<file path="src/rtl/kamus_pkg.sv">
// Shared types for the kamus core memory path.
//   mem_width_e  : access width of a decoded memory op (2'b11 is illegal)
//   lsu_state_e  : load/store sequencer states
//   lsu_err_e    : response error codes returned to writeback
//   is_misaligned: alignment check for a width/offset pair
package kamus_pkg;

  typedef enum logic [1:0] {
    MEM_B = 2'b00,
    MEM_H = 2'b01,
    MEM_W = 2'b10
  } mem_width_e;

  typedef enum logic [2:0] {
    IDLE,
    REQ,
    WAIT,
    DRAIN,
    ERR
  } lsu_state_e;

  typedef enum logic [1:0] {
    LSU_OK         = 2'd0,
    LSU_MISALIGNED = 2'd1,
    LSU_BUS_ERR    = 2'd2,
    LSU_TIMEOUT    = 2'd3
  } lsu_err_e;

  // The illegal width encoding is reported the same way as a misaligned access.
  function automatic logic is_misaligned(input logic [1:0] width, input logic [1:0] off);
    logic bad;
    case (width)
      2'b00:   bad = 1'b0;
      2'b01:   bad = off[0];
      2'b10:   bad = (off != 2'b00);
      default: bad = 1'b1;
    endcase
    return bad;
  endfunction

endpackage

</file>
<file path="src/rtl/kamus_lsu_ctrl_if.sv">
// Single-port data bus between the LSU and memory.
//   data_req/gnt      : request held until granted
//   data_we/be/addr/wdata : transaction attributes, stable while data_req is high
//   data_rvalid/rdata/err : response (loads and stores); err qualified by rvalid
// Modports: master = LSU side, slave = memory side.
interface kamus_lsu_ctrl_if;
  logic        data_req;
  logic        data_gnt;
  logic        data_we;
  logic [3:0]  data_be;
  logic [31:0] data_addr;
  logic [31:0] data_wdata;
  logic        data_rvalid;
  logic [31:0] data_rdata;
  logic        data_err;

  modport master (
    output data_req, data_we, data_be, data_addr, data_wdata,
    input  data_gnt, data_rvalid, data_rdata, data_err
  );

  modport slave (
    input  data_req, data_we, data_be, data_addr, data_wdata,
    output data_gnt, data_rvalid, data_rdata, data_err
  );
endinterface

</file>
<file path="src/rtl/kamus_lsu_align.sv">
// Combinational lane logic for the LSU.
//   width, off   : access width and byte offset (addr[1:0])
//   is_unsigned  : zero-extend sub-word loads
//   wdata_in     : LSB-justified store data
//   rdata_in     : raw word from the bus
//   be           : byte enables
//   lane_wdata   : store data replicated across lanes
//   load_data    : selected and extended load result
module kamus_lsu_align
  import kamus_pkg::*;
(
  input  mem_width_e  width,
  input  logic [1:0]  off,
  input  logic        is_unsigned,
  input  logic [31:0] wdata_in,
  input  logic [31:0] rdata_in,
  output logic [3:0]  be,
  output logic [31:0] lane_wdata,
  output logic [31:0] load_data
);

  logic [7:0]  byte_sel;
  logic [15:0] half_sel;

  always_comb begin
    be         = '0;
    lane_wdata = '0;
    load_data  = '0;
    case (off)
      2'd0:    byte_sel = rdata_in[7:0];
      2'd1:    byte_sel = rdata_in[15:8];
      2'd2:    byte_sel = rdata_in[23:16];
      default: byte_sel = rdata_in[31:24];
    endcase
    half_sel = off[1] ? rdata_in[31:16] : rdata_in[15:0];
    case (width)
      MEM_B: begin
        be         = 4'b0001 << off;
        lane_wdata = {4{wdata_in[7:0]}};
        load_data  = is_unsigned ? {24'b0, byte_sel} : {{24{byte_sel[7]}}, byte_sel};
      end
      MEM_H: begin
        be         = 4'b0011 << off;
        lane_wdata = {2{wdata_in[15:0]}};
        load_data  = is_unsigned ? {16'b0, half_sel} : {{16{half_sel[15]}}, half_sel};
      end
      MEM_W: begin
        be         = 4'b1111;
        lane_wdata = wdata_in;
        load_data  = rdata_in;
      end
      default: ;
    endcase
  end

endmodule

</file>
<file path="src/rtl/kamus_lsu_ctrl.sv">
// Load/store sequencer between EX and the single-port data bus.
//   clk_i, rst_i           : clock, asynchronous active-high reset
//   req_*                  : one decoded memory op from EX (valid/ready)
//   kill_i                 : pipeline flush, aborts the current op
//   rsp_valid/rdata/err_o  : one-cycle completion pulse to writeback
//   busy_o                 : high whenever not IDLE
//   bus                    : data bus master port
module kamus_lsu_ctrl
  import kamus_pkg::*;
#(
  parameter int unsigned TIMEOUT_CYCLES = 64
) (
  input  logic        clk_i,
  input  logic        rst_i,
  input  logic        req_valid_i,
  output logic        req_ready_o,
  input  logic        req_we_i,
  input  logic [1:0]  req_width_i,
  input  logic        req_unsigned_i,
  input  logic [31:0] req_addr_i,
  input  logic [31:0] req_wdata_i,
  input  logic        kill_i,
  output logic        rsp_valid_o,
  output logic [31:0] rsp_rdata_o,
  output logic [1:0]  rsp_err_o,
  output logic        busy_o,
  kamus_lsu_ctrl_if.master bus
);

  localparam int unsigned CNT_W = $clog2(TIMEOUT_CYCLES + 1);
  localparam logic [CNT_W-1:0] CNT_MAX = CNT_W'(TIMEOUT_CYCLES);

  lsu_state_e       state_q, state_d;
  mem_width_e       op_width_q, op_width_d;
  logic [1:0]       op_off_q, op_off_d;
  logic             op_unsigned_q, op_unsigned_d;
  logic             op_we_q, op_we_d;
  logic [CNT_W-1:0] cnt_q, cnt_d, cnt_inc;
  logic             timeout;

  logic             req_q, req_d;
  logic             we_q, we_d;
  logic [3:0]       be_q, be_d;
  logic [31:0]      addr_q, addr_d;
  logic [31:0]      wdata_q, wdata_d;

  logic             rsp_valid_q, rsp_valid_d;
  logic [31:0]      rsp_rdata_q, rsp_rdata_d;
  lsu_err_e         rsp_err_q, rsp_err_d;

  mem_width_e       al_width;
  logic [1:0]       al_off;
  logic [3:0]       al_be;
  logic [31:0]      al_wdata, al_load;

  // One aligner serves both directions: in IDLE it shapes the incoming store
  // lanes/enables; afterwards it extracts load data for the captured op.
  assign al_width = (state_q == IDLE) ? mem_width_e'(req_width_i) : op_width_q;
  assign al_off   = (state_q == IDLE) ? req_addr_i[1:0] : op_off_q;

  kamus_lsu_align u_align (
    .width       (al_width),
    .off         (al_off),
    .is_unsigned (op_unsigned_q),
    .wdata_in    (req_wdata_i),
    .rdata_in    (bus.data_rdata),
    .be          (al_be),
    .lane_wdata  (al_wdata),
    .load_data   (al_load)
  );

  assign cnt_inc = (cnt_q == CNT_MAX) ? cnt_q : cnt_q + CNT_W'(1);
  assign timeout = (cnt_inc == CNT_MAX);

  always_comb begin
    state_d       = state_q;
    op_width_d    = op_width_q;
    op_off_d      = op_off_q;
    op_unsigned_d = op_unsigned_q;
    op_we_d       = op_we_q;
    cnt_d         = cnt_q;
    req_d         = req_q;
    we_d          = we_q;
    be_d          = be_q;
    addr_d        = addr_q;
    wdata_d       = wdata_q;
    rsp_valid_d   = 1'b0;
    rsp_rdata_d   = '0;
    rsp_err_d     = LSU_OK;
    unique case (state_q)
      IDLE: begin
        if (req_valid_i && !kill_i) begin
          op_width_d    = mem_width_e'(req_width_i);
          op_off_d      = req_addr_i[1:0];
          op_unsigned_d = req_unsigned_i;
          op_we_d       = req_we_i;
          if (is_misaligned(req_width_i, req_addr_i[1:0])) begin
            state_d = ERR;
          end else begin
            state_d = REQ;
            req_d   = 1'b1;
            we_d    = req_we_i;
            be_d    = al_be;
            addr_d  = {req_addr_i[31:2], 2'b00};
            wdata_d = al_wdata;
          end
        end
      end
      REQ: begin
        if (bus.data_gnt || kill_i) begin
          req_d   = 1'b0;
          we_d    = 1'b0;
          be_d    = '0;
          addr_d  = '0;
          wdata_d = '0;
          cnt_d   = '0;
          // A granted transaction must still be drained even when killed.
          if (bus.data_gnt) state_d = kill_i ? DRAIN : WAIT;
          else              state_d = IDLE;
        end
      end
      WAIT: begin
        cnt_d = cnt_inc;
        if (kill_i) begin
          state_d = (bus.data_rvalid || timeout) ? IDLE : DRAIN;
        end else if (bus.data_rvalid) begin
          state_d     = IDLE;
          rsp_valid_d = 1'b1;
          if (bus.data_err)  rsp_err_d   = LSU_BUS_ERR;
          else if (!op_we_q) rsp_rdata_d = al_load;
        end else if (timeout) begin
          state_d     = IDLE;
          rsp_valid_d = 1'b1;
          rsp_err_d   = LSU_TIMEOUT;
        end
      end
      DRAIN: begin
        cnt_d = cnt_inc;
        if (bus.data_rvalid || timeout) state_d = IDLE;
      end
      ERR: begin
        state_d = IDLE;
        if (!kill_i) begin
          rsp_valid_d = 1'b1;
          rsp_err_d   = LSU_MISALIGNED;
        end
      end
      default: state_d = IDLE;
    endcase
  end

  always_ff @(posedge clk_i or posedge rst_i) begin
    if (rst_i) begin
      state_q       <= IDLE;
      op_width_q    <= MEM_B;
      op_off_q      <= '0;
      op_unsigned_q <= 1'b0;
      op_we_q       <= 1'b0;
      cnt_q         <= '0;
      req_q         <= 1'b0;
      we_q          <= 1'b0;
      be_q          <= '0;
      addr_q        <= '0;
      wdata_q       <= '0;
      rsp_valid_q   <= 1'b0;
      rsp_rdata_q   <= '0;
      rsp_err_q     <= LSU_OK;
    end else begin
      state_q       <= state_d;
      op_width_q    <= op_width_d;
      op_off_q      <= op_off_d;
      op_unsigned_q <= op_unsigned_d;
      op_we_q       <= op_we_d;
      cnt_q         <= cnt_d;
      req_q         <= req_d;
      we_q          <= we_d;
      be_q          <= be_d;
      addr_q        <= addr_d;
      wdata_q       <= wdata_d;
      rsp_valid_q   <= rsp_valid_d;
      rsp_rdata_q   <= rsp_rdata_d;
      rsp_err_q     <= rsp_err_d;
    end
  end

  assign req_ready_o    = (state_q == IDLE);
  assign busy_o         = (state_q != IDLE);
  assign rsp_valid_o    = rsp_valid_q;
  assign rsp_rdata_o    = rsp_rdata_q;
  assign rsp_err_o      = rsp_err_q;
  assign bus.data_req   = req_q;
  assign bus.data_we    = we_q;
  assign bus.data_be    = be_q;
  assign bus.data_addr  = addr_q;
  assign bus.data_wdata = wdata_q;

endmodule

</file>
<file path="src/flat_wrapper.sv">
// flat-port wrapper written by rule: the top's interface ports become plain ports
module kamus_lsu_ctrl_flat import kamus_pkg::*;
#(
  parameter int unsigned TIMEOUT_CYCLES = 64
)
  (clk_i, rst_i, req_valid_i, req_ready_o, req_we_i, req_width_i, req_unsigned_i, req_addr_i, req_wdata_i, kill_i, rsp_valid_o, rsp_rdata_o, rsp_err_o, busy_o, bus_data_req, bus_data_we, bus_data_be, bus_data_addr, bus_data_wdata, bus_data_gnt, bus_data_rvalid, bus_data_rdata, bus_data_err);
  kamus_lsu_ctrl_if bus_i ();
  input  logic clk_i;
  input  logic rst_i;
  input  logic req_valid_i;
  output logic req_ready_o;
  input  logic req_we_i;
  input  logic [1:0] req_width_i;
  input  logic req_unsigned_i;
  input  logic [31:0] req_addr_i;
  input  logic [31:0] req_wdata_i;
  input  logic kill_i;
  output logic rsp_valid_o;
  output logic [31:0] rsp_rdata_o;
  output logic [1:0] rsp_err_o;
  output logic busy_o;
  output wire logic [$bits(bus_i.data_req)-1:0] bus_data_req;
  output wire logic [$bits(bus_i.data_we)-1:0] bus_data_we;
  output wire logic [$bits(bus_i.data_be)-1:0] bus_data_be;
  output wire logic [$bits(bus_i.data_addr)-1:0] bus_data_addr;
  output wire logic [$bits(bus_i.data_wdata)-1:0] bus_data_wdata;
  input wire logic [$bits(bus_i.data_gnt)-1:0] bus_data_gnt;
  input wire logic [$bits(bus_i.data_rvalid)-1:0] bus_data_rvalid;
  input wire logic [$bits(bus_i.data_rdata)-1:0] bus_data_rdata;
  input wire logic [$bits(bus_i.data_err)-1:0] bus_data_err;
  assign bus_data_req = bus_i.data_req;
  assign bus_data_we = bus_i.data_we;
  assign bus_data_be = bus_i.data_be;
  assign bus_data_addr = bus_i.data_addr;
  assign bus_data_wdata = bus_i.data_wdata;
  assign bus_i.data_gnt = bus_data_gnt;
  assign bus_i.data_rvalid = bus_data_rvalid;
  assign bus_i.data_rdata = bus_data_rdata;
  assign bus_i.data_err = bus_data_err;
  kamus_lsu_ctrl #(.TIMEOUT_CYCLES(TIMEOUT_CYCLES)) u_core (.clk_i(clk_i), .rst_i(rst_i), .req_valid_i(req_valid_i), .req_ready_o(req_ready_o), .req_we_i(req_we_i), .req_width_i(req_width_i), .req_unsigned_i(req_unsigned_i), .req_addr_i(req_addr_i), .req_wdata_i(req_wdata_i), .kill_i(kill_i), .rsp_valid_o(rsp_valid_o), .rsp_rdata_o(rsp_rdata_o), .rsp_err_o(rsp_err_o), .busy_o(busy_o), .bus(bus_i));
endmodule
</file>
<file path="config.mk">
export PLATFORM = sky130hd
export DESIGN_NAME = kamus_lsu_ctrl_flat
export DESIGN_NICKNAME = d
export VERILOG_FILES = /design/src/rtl/kamus_pkg.sv /design/src/rtl/kamus_lsu_ctrl_if.sv /design/src/rtl/kamus_lsu_align.sv /design/src/rtl/kamus_lsu_ctrl.sv /design/src/flat_wrapper.sv
export SDC_FILE = /design/constraint.sdc
export NUM_CORES = 1
export LEC_CHECK = 0
export BUFFER_PORTS_ARGS = -buffer_cell sky130_fd_sc_hd__buf_2
export CORE_UTILIZATION = 28
export CTS_CLUSTER_DIAMETER = 50
export DETAILED_ROUTE_END_ITERATION = 10
export HOLD_SLACK_MARGIN = 0.06
export PLACE_DENSITY = 0.49
export SLEW_MARGIN = 5
export SYNTH_ARGS = -nofsm -noshare
export SYNTH_HDL_FRONTEND = slang
export SYNTH_SLANG_ARGS = --single-unit
</file>
<file path="constraint.sdc">
create_clock -name clk_i -period 6.5 [get_ports clk_i]
set_input_delay 0.325 -clock clk_i [delete_from_list [all_inputs] [get_ports clk_i]]
set_output_delay 0.325 -clock clk_i [all_outputs]
set_load 0.02 [all_outputs]
</file>
==> out/metrics.yaml, run 1 <==
sta:
  finalCritPeriodShare_pct: 51.2
  setup_viol: 0
  slew_violations: 0
  period_needed_ns: 3.33
  hold_viol: 0
  final.setup.worst_slack_ns: 3.17
  clock.fmax_ghz: 0.300
  relSlewSlack_pct: 34.6
  tightest_slew_ns: 0.981
  fin_skew_ns: 0.0122
  grt_setup_unrepaired: "no"
  final.setup.tns_ns: 0
min_path:
  min_path_cells: 3
  worst_hold_path.endpoint: "u_core.rsp_rdata_o[20]"
  min-delay-start: "bus_data_rdata[20]"
  hp-class: "primary input to flop"
cells_and_area:
  fin_area_um2: 7390
  layout_common_cells: "211 x buf_2, 119 x dfrtp_1, 59 x nand2_1, 55 x o21ai_0, 41 x a22o_1"
  final_common_cell: "buf_2"
  num-nets-final: 812
  fin_util_pct: 38.0
  syn_to_final_growth_pct: 32.7
  drive_gt1_share_pct: 39.1
pwr:
  p_switching_uw: 1420
  peakVddDrop_v: 0.000199
  clockPowerShare_pct: 26.0
  switching_share_pct: 41.0
  p_int_uw: 2040
  power_density_nw_per_um2: 468
  power_frac_seq_pct: 33.0
  p_leak_uw: 0.00370
  pwr-share-comb_pct: 41.0
floorplanning:
  core-area_um2: 19500
  num_io_pins: 214
  die_w_um: 143
  initial_utilization_pct: 28.6
  rows: 51
  dieArea_um2: 20500
  dieHeight_um: 143
route:
  drt_iter0_drc: 273
  via_per_inst: 4.95
  ant_nets: 0
  drt_wl_total_um: 17600
  dr.pass1.iters: 4
  num_vias: 4870
  wl_per_cell_um: 17.9
  drc: 0
cts:
  clk_path_buf_depth: 2
  clk_pin_slew_ns: 0.06
  post_cts_buffers: 0
  clockRootBuffer: "clkbuf_16"
  clk_latency_ns: 0.42
  numClockSinks: 119
  htree_num_levels: 4
  postCtsResizedCells: 0
  ctsHoldBuffers: 1
  cts_buffers: 17
  cts_tree: "yes"
critical_path:
  cp.required_ns: 6.79
  reg2reg_depth: 6
  crit_path_end_kind: "flop"
  crit_arrival_ns: 3.63
  reg2reg_slack_ns: 3.17
  startpoint_type: "flop"
  crit_type: "flop to flop"
  worstReg2RegStart: "u_core.state_q[0]"
  critPathLaunch: "u_core.state_q[0]"
  worstReg2RegEnd: "u_core.rsp_rdata_o[8]"
  worstPathMaxFanout: 17
synth:
  netlist-cell-type-count: 65
  netlist_area_um2: 5570
  async_reset_ff_share_pct: 100
  synthFlopType: "dfrtp_1"
  ys_warn_count: 0
  synth_edf_count: 0
  synth-seq-area-share_pct: 53.5
  postSynthAreaPerCell_um2: 11.1
  syn_inst: 501
  ys_ff_latch: 119
placed_design:
  gp_congestion: 0.817
  dp_hpwl_um: 12600
  place_area_um2: 6810
  io_buffers: 211
  dp_slack_ns: 3.16
global_route:
  gr-total-overflow: 0
  grt_pass1_wl_um: 26700
  grt_pass1_vias: 4795
  antenna_found_initial: 4
  grt_max_degree: 69
  grt_usage_pct: 17.3
status:
  outcome: "finished, final reports clean"
run:
  maxCapViolCount: 0
==> cell families (layout without fill, tap and decap cells) <==
| kind of cell | count (synthesis) | count (layout) | synth area share, % |
|---|---|---|---|
| adder cells (fa/ha/maj) | 2 | 2 | 0.449 |
| XOR/XNOR | 3 | 3 | 0.472 |
| flip-flops | 119 | 119 | 53.5 |
| AO/OA/AOI/OAI | 182 | 182 | 24.2 |
| buffers and inverters | 40 | 254 | 3.91 |
| AND/OR/NAND/NOR | 126 | 126 | 11.3 |
| multiplexers | 28 | 28 | 6.13 |
| other | 1 | 4 | 0.0673 |
==> cell type report <==
| type | instances | area (µm²) |
|---|---|---|
| tap | 265 | 332 |
| clock inverter | 14 | 126 |
| antenna | 2 | 5.00 |
| sequential | 119 | 2980 |
| clock buffer | 18 | 439 |
| timing repair buffer | 214 | 1080 |
| multi-input combinational | 343 | 2390 |
| fill | 2008 | 12100 |
| inverter | 8 | 37.5 |
==> flip-flops by register name (all words and copies together) (netlist names), 2 cells and up <==
signal / count
u_core.bus.data_be: 4
u_core.op_off_q: 2
u_core.op_width_q: 2
u_core.bus.data_wdata: 32
u_core.bus.data_addr: 30
u_core.rsp_rdata_o: 32
u_core.state_q: 3
u_core.cnt_q: 7
u_core.rsp_err_o: 2
==> critical path: stages, from the launching register on <==
cell and delay, ns:
dfrtp_1 0.52, or3_1 0.78, clkinv_4 0.23, o2111ai_4 0.45, or2_0 0.76, nor3_4 0.16
a221o_1 0.31
==> layer usage <==
metal  part of all wire (%)  vias up  track usage, %  wire length (µm)
met5                      0        -               0                 0
met2                     48      154            27.9              8420
li1                       -     2287               -                 -
met4                   0.73        0            4.75               129
met3                    6.2       11            5.10              1080
met1                     45     2418            22.2              7960
==> worst max-delay path by stage <==
stage | cells after the start | to
CTS | 6 | u_core.rsp_rdata_o[8]
detailed placement | 6 | u_core.rsp_rdata_o[8]
floorplan | 1 | u_core.bus.data_addr[10]
finish | 6 | u_core.rsp_rdata_o[8]
global placement | 6 | u_core.rsp_rdata_o[8]
global route | 6 | u_core.rsp_rdata_o[8]
==> through the flow <==
step | power (µW) | instances | hold slack [ns]
CTS | 3500 | 981 | 0.108
finish | 3460 | 983 | 0.126
global route | 3680 | 982 | 0.110
floorplan | 2130 | 502 | 0.426
global placement | 2560 | 948 | 0.460
detailed placement | 2580 | 948 | 0.458
==> cells in the mapped netlist (all sizes together) (2+ instances only) <==
cell type  count  area (µm²)
nand4          2        12.5
nand3          7        35.0
nand2b         6        37.5
nor2          19        73.8
and3           4        25.0
nor3          13        97.6
a31o           2        17.5
a222oi         5        50.1
xnor2          2        17.5
a221o         11         110
a22o          41         359
a211oi         4        42.5
clkbuf        14        52.6
or3            2        12.5
o21bai         3        22.5
a22oi         24         180
dfrtp        119        2980
nor2b          4        25.0
o31ai          2        15.0
buf           18         130
o21a           4        30.0
nand2         59         221
ha             2        25.0
o21ai         63         315
a21oi          6        30.0
o32ai          2        25.0
o41ai          2        17.5
inv            7        26.3
mux2i         15         188
a221oi         2        17.5
mux2          13         154
nor4           2        12.5
==> power groups by stage <==
stage	clock (µW)	combinational (µW)	sequential (µW)
detailed placement	0	1430	1150
global placement	0	1410	1140
CTS	921	1430	1140
global route	960	1540	1180
finish	899	1420	1140
floorplan	0	755	1370
Power figures use the tool's default switching activity.
==> run 2: changes to the inputs <==
--- a/config.mk
+++ b/config.mk
@@ -10,7 +10,7 @@
 export CTS_CLUSTER_DIAMETER = 50
 export DETAILED_ROUTE_END_ITERATION = 10
 export HOLD_SLACK_MARGIN = 0.06
-export PLACE_DENSITY = 0.49
+export PLACE_DENSITY = 0.5
 export SLEW_MARGIN = 5
 export SYNTH_ARGS = -nofsm -noshare
 export SYNTH_HDL_FRONTEND = slang
==> constraint.sdc (replaced) <==
create_clock -name clk_i -period 2.7 [get_ports clk_i]
set_input_delay 0.135 -clock clk_i [delete_from_list [all_inputs] [get_ports clk_i]]
set_output_delay 0.135 -clock clk_i [all_outputs]
set_load 0.02 [all_outputs]
==> run 2 against run 1 <==
Against the previous run: flip-flop and latch count is the same; die area stayed put; clock skew down 0.0045 ns; wire length is 6.5% higher; largest power group unchanged.
==> out/metrics.yaml, run 2 (same netlist as run 1, synthesis figures left out) <==
sta:
  relSlewSlack_pct: 29.1
  period_needed_ns: 2.48
  tightest_slew_ns: 1.06
  final.setup.tns_ns: 0
  setup_viol: 0
  finalCritPeriodShare_pct: 91.7
  hold_slack_ns: 0.0792
  clock.fmax_ghz: 0.404
  fin_skew_ns: 0.00770
  final.setup.worst_slack_ns: 0.224
  grt_setup_unrepaired: "no"
  hold_viol: 0
  slew_violations: 0
cells_and_area:
  syn_to_final_growth_pct: 52.4
  drive_gt1_share_pct: 34.8
  num-nets-final: 921
  final_common_cell: "buf_2"
  fill_cells: 1838
  layout_common_cells: "211 x buf_2, 119 x dfrtp_1, 99 x dlygate4sd3_1, 59 x nand2_1, 55 x o21ai_0"
global_route:
  grt_max_degree: 46
  grt_pass1_wl_um: 28600
  gr-total-overflow: 0
  antenna_found_initial: 3
  grt_pass1_vias: 5371
  grt_usage_pct: 18.4
route:
  drt_iter0_drc: 313
  dr.pass1.iters: 5
  ant_nets: 0
  dr_wl_met2_um: 9160
  drt_wl_total_um: 18700
  route.top_layer_used: "met5"
  via_per_inst: 4.90
  met1_length_um: 8200
  wl_per_cell_um: 17.2
  num_vias: 5344
  wl_met3_um: 1210
  drc: 0
pwr:
  p_leak_uw: 0.00418
  power_density_nw_per_um2: 1010
  peakVddDrop_v: 0.000444
run:
  maxCapViolCount: 0
cts:
  cts_tree: "yes"
  clk_latency_ns: 0.41
  clk_pin_slew_ns: 0.05
  numClockSinks: 119
  clk_path_buf_depth: 2
  post_cts_buffers: 0
  clockRootBuffer: "clkbuf_16"
  htree_num_levels: 4
  cts_buffers: 17
placed_design:
  dp_hpwl_um: 12800
  gp_congestion: 0.832
  dp_slack_ns: 0.255
  io_buffers: 211
critical_path:
  startpoint_type: "flop"
  crit_arrival_ns: 2.82
  crit_path_end_kind: "flop"
  cp.required_ns: 3.04
  crit_type: "flop to flop"
  worstPathMaxFanout: 16
floorplanning:
  core-area_um2: 19500
  die_w_um: 143
  dieHeight_um: 143
  dieArea_um2: 20500
  num_io_pins: 214
  initial_utilization_pct: 28.6
  rows: 51
status:
  outcome: "finished, final reports clean"
min_path:
  hp-class: "primary input to flop"
run 2: changes by cell type in the layout (fill, tap and decap cells not counted), moves of 2 or more:
cell	change
clkbuf_8	+2
buf_4	+9
inv_6	-3
dlygate4sd3_1	+98
buf_12	+2
clkbuf_1	+2
clkinvlp_4	-2
run 2: final timing paths:
kind,startpoint,to,slack (ns),cells after the start
hold reg to reg,u_core.bus.data_req,u_core.bus.data_req,0.47,2
setup reg to reg,u_core.state_q[0],u_core.rsp_rdata_o[10],0.22,7
hold / removal,req_addr_i[1],u_core.op_off_q[1],0.08,2
setup / recovery,u_core.state_q[0],u_core.rsp_rdata_o[10],0.22,7
max in group asynchronous,rst_i,u_core.bus.data_wdata[2],1.47,4
min in group asynchronous,rst_i,u_core.bus.data_addr[4],0.46,3
run 2: through the flow:
stage | cell area [µm²] | util (%) | cells | total power (µW)
after floorplan | 5580 | - | 502 | 5120
after global placement | 6920 | 35.6 | 959 | 6200
after detailed placement | 6920 | 35.6 | 959 | 6260
after CTS | 8480 | 43.6 | 1088 | 8640
after global routing | 8480 | 43.6 | 1088 | 9090
final | 8490 | 43.6 | 1090 | 8550
run 2: what timing repair did:
item / in CTS / in global routing
resized for setup: 0 / 0
hold buffers: 99 / 0
endpoints found under the hold margin: 135 / 0
run 2: where the power goes:
part	switching (µW)	leakage [µW]	total [µW]	internal, µW
Combinational	2180	0.00231	3590	1400
Clock	793	0.000278	2210	1420
Sequential	395	0.00159	2750	2360
run 2: worst max-delay path, stage by stage, from the launching register on:
cell and delay, ns:
dfrtp_1 0.48, or3_1 0.40, buf_4 0.23, clkinv_4 0.12
o2111ai_4 0.26, or2_0 0.36, nor3_4 0.37, a221o_1 0.18
run 2: area by class of cell:
cell class / count / area [µm²] / share of cell area [%]
Antenna cell: 2 / 5.00 / 0.0590
Clock buffer: 22 / 474 / 5.59
Clock inverter: 8 / 98.8 / 1.16
Inverter: 8 / 38.8 / 0.457
Multi-Input combinational cell: 343 / 2390 / 28.2
Sequential cell: 119 / 2980 / 35.1
Tap cell: 265 / 332 / 3.91
Timing Repair Buffer: 323 / 2170 / 25.6
run 2: layer usage:
metal	track usage, %	up-vias
met4	5.55	4
met3	5.57	20
met5	0	-
met2	30.3	192
met1	23.2	2622
li1	-	2506
==> run 3: changes to the inputs <==
--- a/config.mk
+++ b/config.mk
@@ -6,6 +6,7 @@
 export NUM_CORES = 1
 export LEC_CHECK = 0
 export BUFFER_PORTS_ARGS = -buffer_cell sky130_fd_sc_hd__buf_2
+export CORE_ASPECT_RATIO = 0.6
 export CORE_UTILIZATION = 28
 export CTS_CLUSTER_DIAMETER = 50
 export DETAILED_ROUTE_END_ITERATION = 10
==> run 3 against run 2 <==
Against the previous run: sequential power about the same; power rose by 0.87%; first-iteration DRC count rose by 37%; final cell count barely moved; count of clock-buffer cells in the layout decreased by 4; die area hardly changed; combinational power increased by 2%; flip-flop and latch count unchanged; hold slack lost 0.0078 ns; clock skew increased by 0.0023 ns; cell area hardly changed; critical path depth is 1 lower; critical path type unchanged; critical endpoint is now u_core.rsp_rdata_o[11]; highest routed layer unchanged.
==> out/metrics.yaml, run 3 (same netlist as run 1, synthesis figures left out) <==
sta:
  final.setup.worst_slack_ns: 0.254
  period_needed_ns: 2.45
  relSlewSlack_pct: 37.0
  slew_violations: 0
  final.setup.tns_ns: 0
  grt_setup_unrepaired: "no"
  fin_skew_ns: 0.0101
  finalCritPeriodShare_pct: 90.6
  clock.fmax_ghz: 0.409
  tightest_slew_ns: 0.943
  setup_viol: 0
  hold_viol: 0
cts:
  postCtsResizedCells: 0
  clk_pin_slew_ns: 0.06
  cts_buffers: 17
  clk_latency_ns: 0.41
  numClockSinks: 119
  htree_num_levels: 4
  cts_tree: "yes"
  clockRootBuffer: "clkbuf_16"
  clk_path_buf_depth: 2
placed_design:
  io_buffers: 211
  dp_slack_ns: 0.284
  dp_hpwl_um: 13800
  gp_congestion: 0.841
cells_and_area:
  layout_common_cells: "211 x buf_2, 119 x dfrtp_1, 96 x dlygate4sd3_1, 59 x nand2_1, 55 x o21ai_0"
  syn_to_final_growth_pct: 52.4
  num-nets-final: 920
  final_common_cell: "buf_2"
  drive_gt1_share_pct: 35.6
run:
  maxCapViolCount: 0
critical_path:
  cp.required_ns: 3.04
  crit_path_end_kind: "flop"
  startpoint_type: "flop"
  worstPathMaxFanout: 12
  crit_arrival_ns: 2.79
  crit_type: "flop to flop"
  reg2reg_depth: 6
global_route:
  antenna_found_initial: 2
  gr-total-overflow: 0
  grt_max_degree: 42
  grt_pass1_vias: 5382
  grt_usage_pct: 18.9
  grt_pass1_wl_um: 29600
route:
  dr.pass1.iters: 6
  drc: 0
  ant_nets: 0
  wl_per_cell_um: 17.6
  drt_iter0_drc: 430
  num_vias: 5434
  drt_wl_total_um: 19200
  via_per_inst: 4.98
floorplanning:
  initial_utilization_pct: 28.9
  core-area_um2: 19300
  rows: 39
  dieHeight_um: 111
  dieArea_um2: 20500
  num_io_pins: 214
  die_w_um: 184
min_path:
  hp-class: "primary input to flop"
  min_path_cells: 3
pwr:
  power_density_nw_per_um2: 1020
  p_leak_uw: 0.00417
  peakVddDrop_v: 0.000472
status:
  outcome: "finished, final reports clean"
## run 3: cell types whose count changed in the layout (fill, tap and decap cells not counted)
cell           previous run  this run
inv_6                     0         7
clkbuf_8                  3         1
bufinv_16                 2         1
clkinvlp_4                3         6
o2111a_2                  0         1
diode_2                   2         1
clkbuf_1                  2         0
buf_4                    11        12
dlygate4sd3_1            99        96
buf_12                    2         3
o2111a_1                  1         0
clkinv_2                  3         0
## run 3: final timing paths
check / start / endpoint / slack (ns)
max reg2reg: u_core.state_q[0] / u_core.rsp_rdata_o[11] / 0.25
max: u_core.state_q[0] / u_core.rsp_rdata_o[11] / 0.25
max in group asynchronous: rst_i / u_core.bus.data_wdata[0] / 1.49
min reg2reg: u_core.bus.data_be[3] / u_core.bus.data_be[3] / 0.47
min in group asynchronous: rst_i / u_core.rsp_rdata_o[28] / 0.49
min: req_wdata_i[12] / u_core.bus.data_wdata[12] / 0.07
## run 3: layout make-up
cell class / instances / area, µm²
Fill cell: 1802 / 10800
Sequential cell: 119 / 2980
Multi-Input combinational cell: 343 / 2390
Timing Repair Buffer: 322 / 2170
Clock buffer: 18 / 439
Tap cell: 266 / 333
Clock inverter: 14 / 138
Inverter: 8 / 38.8
Antenna cell: 1 / 2.50
## run 3: metrics by stage
stage | hold slack (ns) | instances | total power [µW] | utilization, % | instance area, µm²
2_1_floorplan | 0.236 | 502 | 5120 | - | 5580
3_5_place_dp | 0.356 | 962 | 6310 | 36.1 | 6950
3_3_place_gp | 0.354 | 962 | 6250 | 36.1 | 6950
5_1_grt | 0.0679 | 1090 | 9120 | 44.0 | 8490
4_1_cts | 0.0626 | 1090 | 8680 | 44.0 | 8490
6_report | 0.0714 | 1091 | 8620 | 44.1 | 8490
## run 3: timing repair
item	4_1_cts	5_1_grt
hold endpoints to repair	135	0
buffers inserted	0	0
hold buffers	96	0
## run 3: worst max-delay path, stage by stage (launching register included)
cell	delay (ns)
dfrtp_1	0.37
or3_1	0.62
clkinv_4	0.19
o2111ai_4	0.14
buf_4	0.22
nor3_2	0.57
a221o_1	0.27
## run 3: per-layer routing
| layer | global-route usage, % | up-vias | wire length (µm) |
|---|---|---|---|
| met4 | 4.28 | 2 | 149 |
| li1 | - | 2511 | - |
| met3 | 6.14 | 21 | 1520 |
| met5 | 0 | - | 13 |
| met1 | 26.5 | 2682 | 9450 |
| met2 | 27.9 | 218 | 8100 |
## run 3: where the power goes
part,internal [µW],total [µW],switching (µW)
sequential,2360,2750,398
clock,1310,2220,906
combinational,1430,3650,2230
total,5090,8620,3530
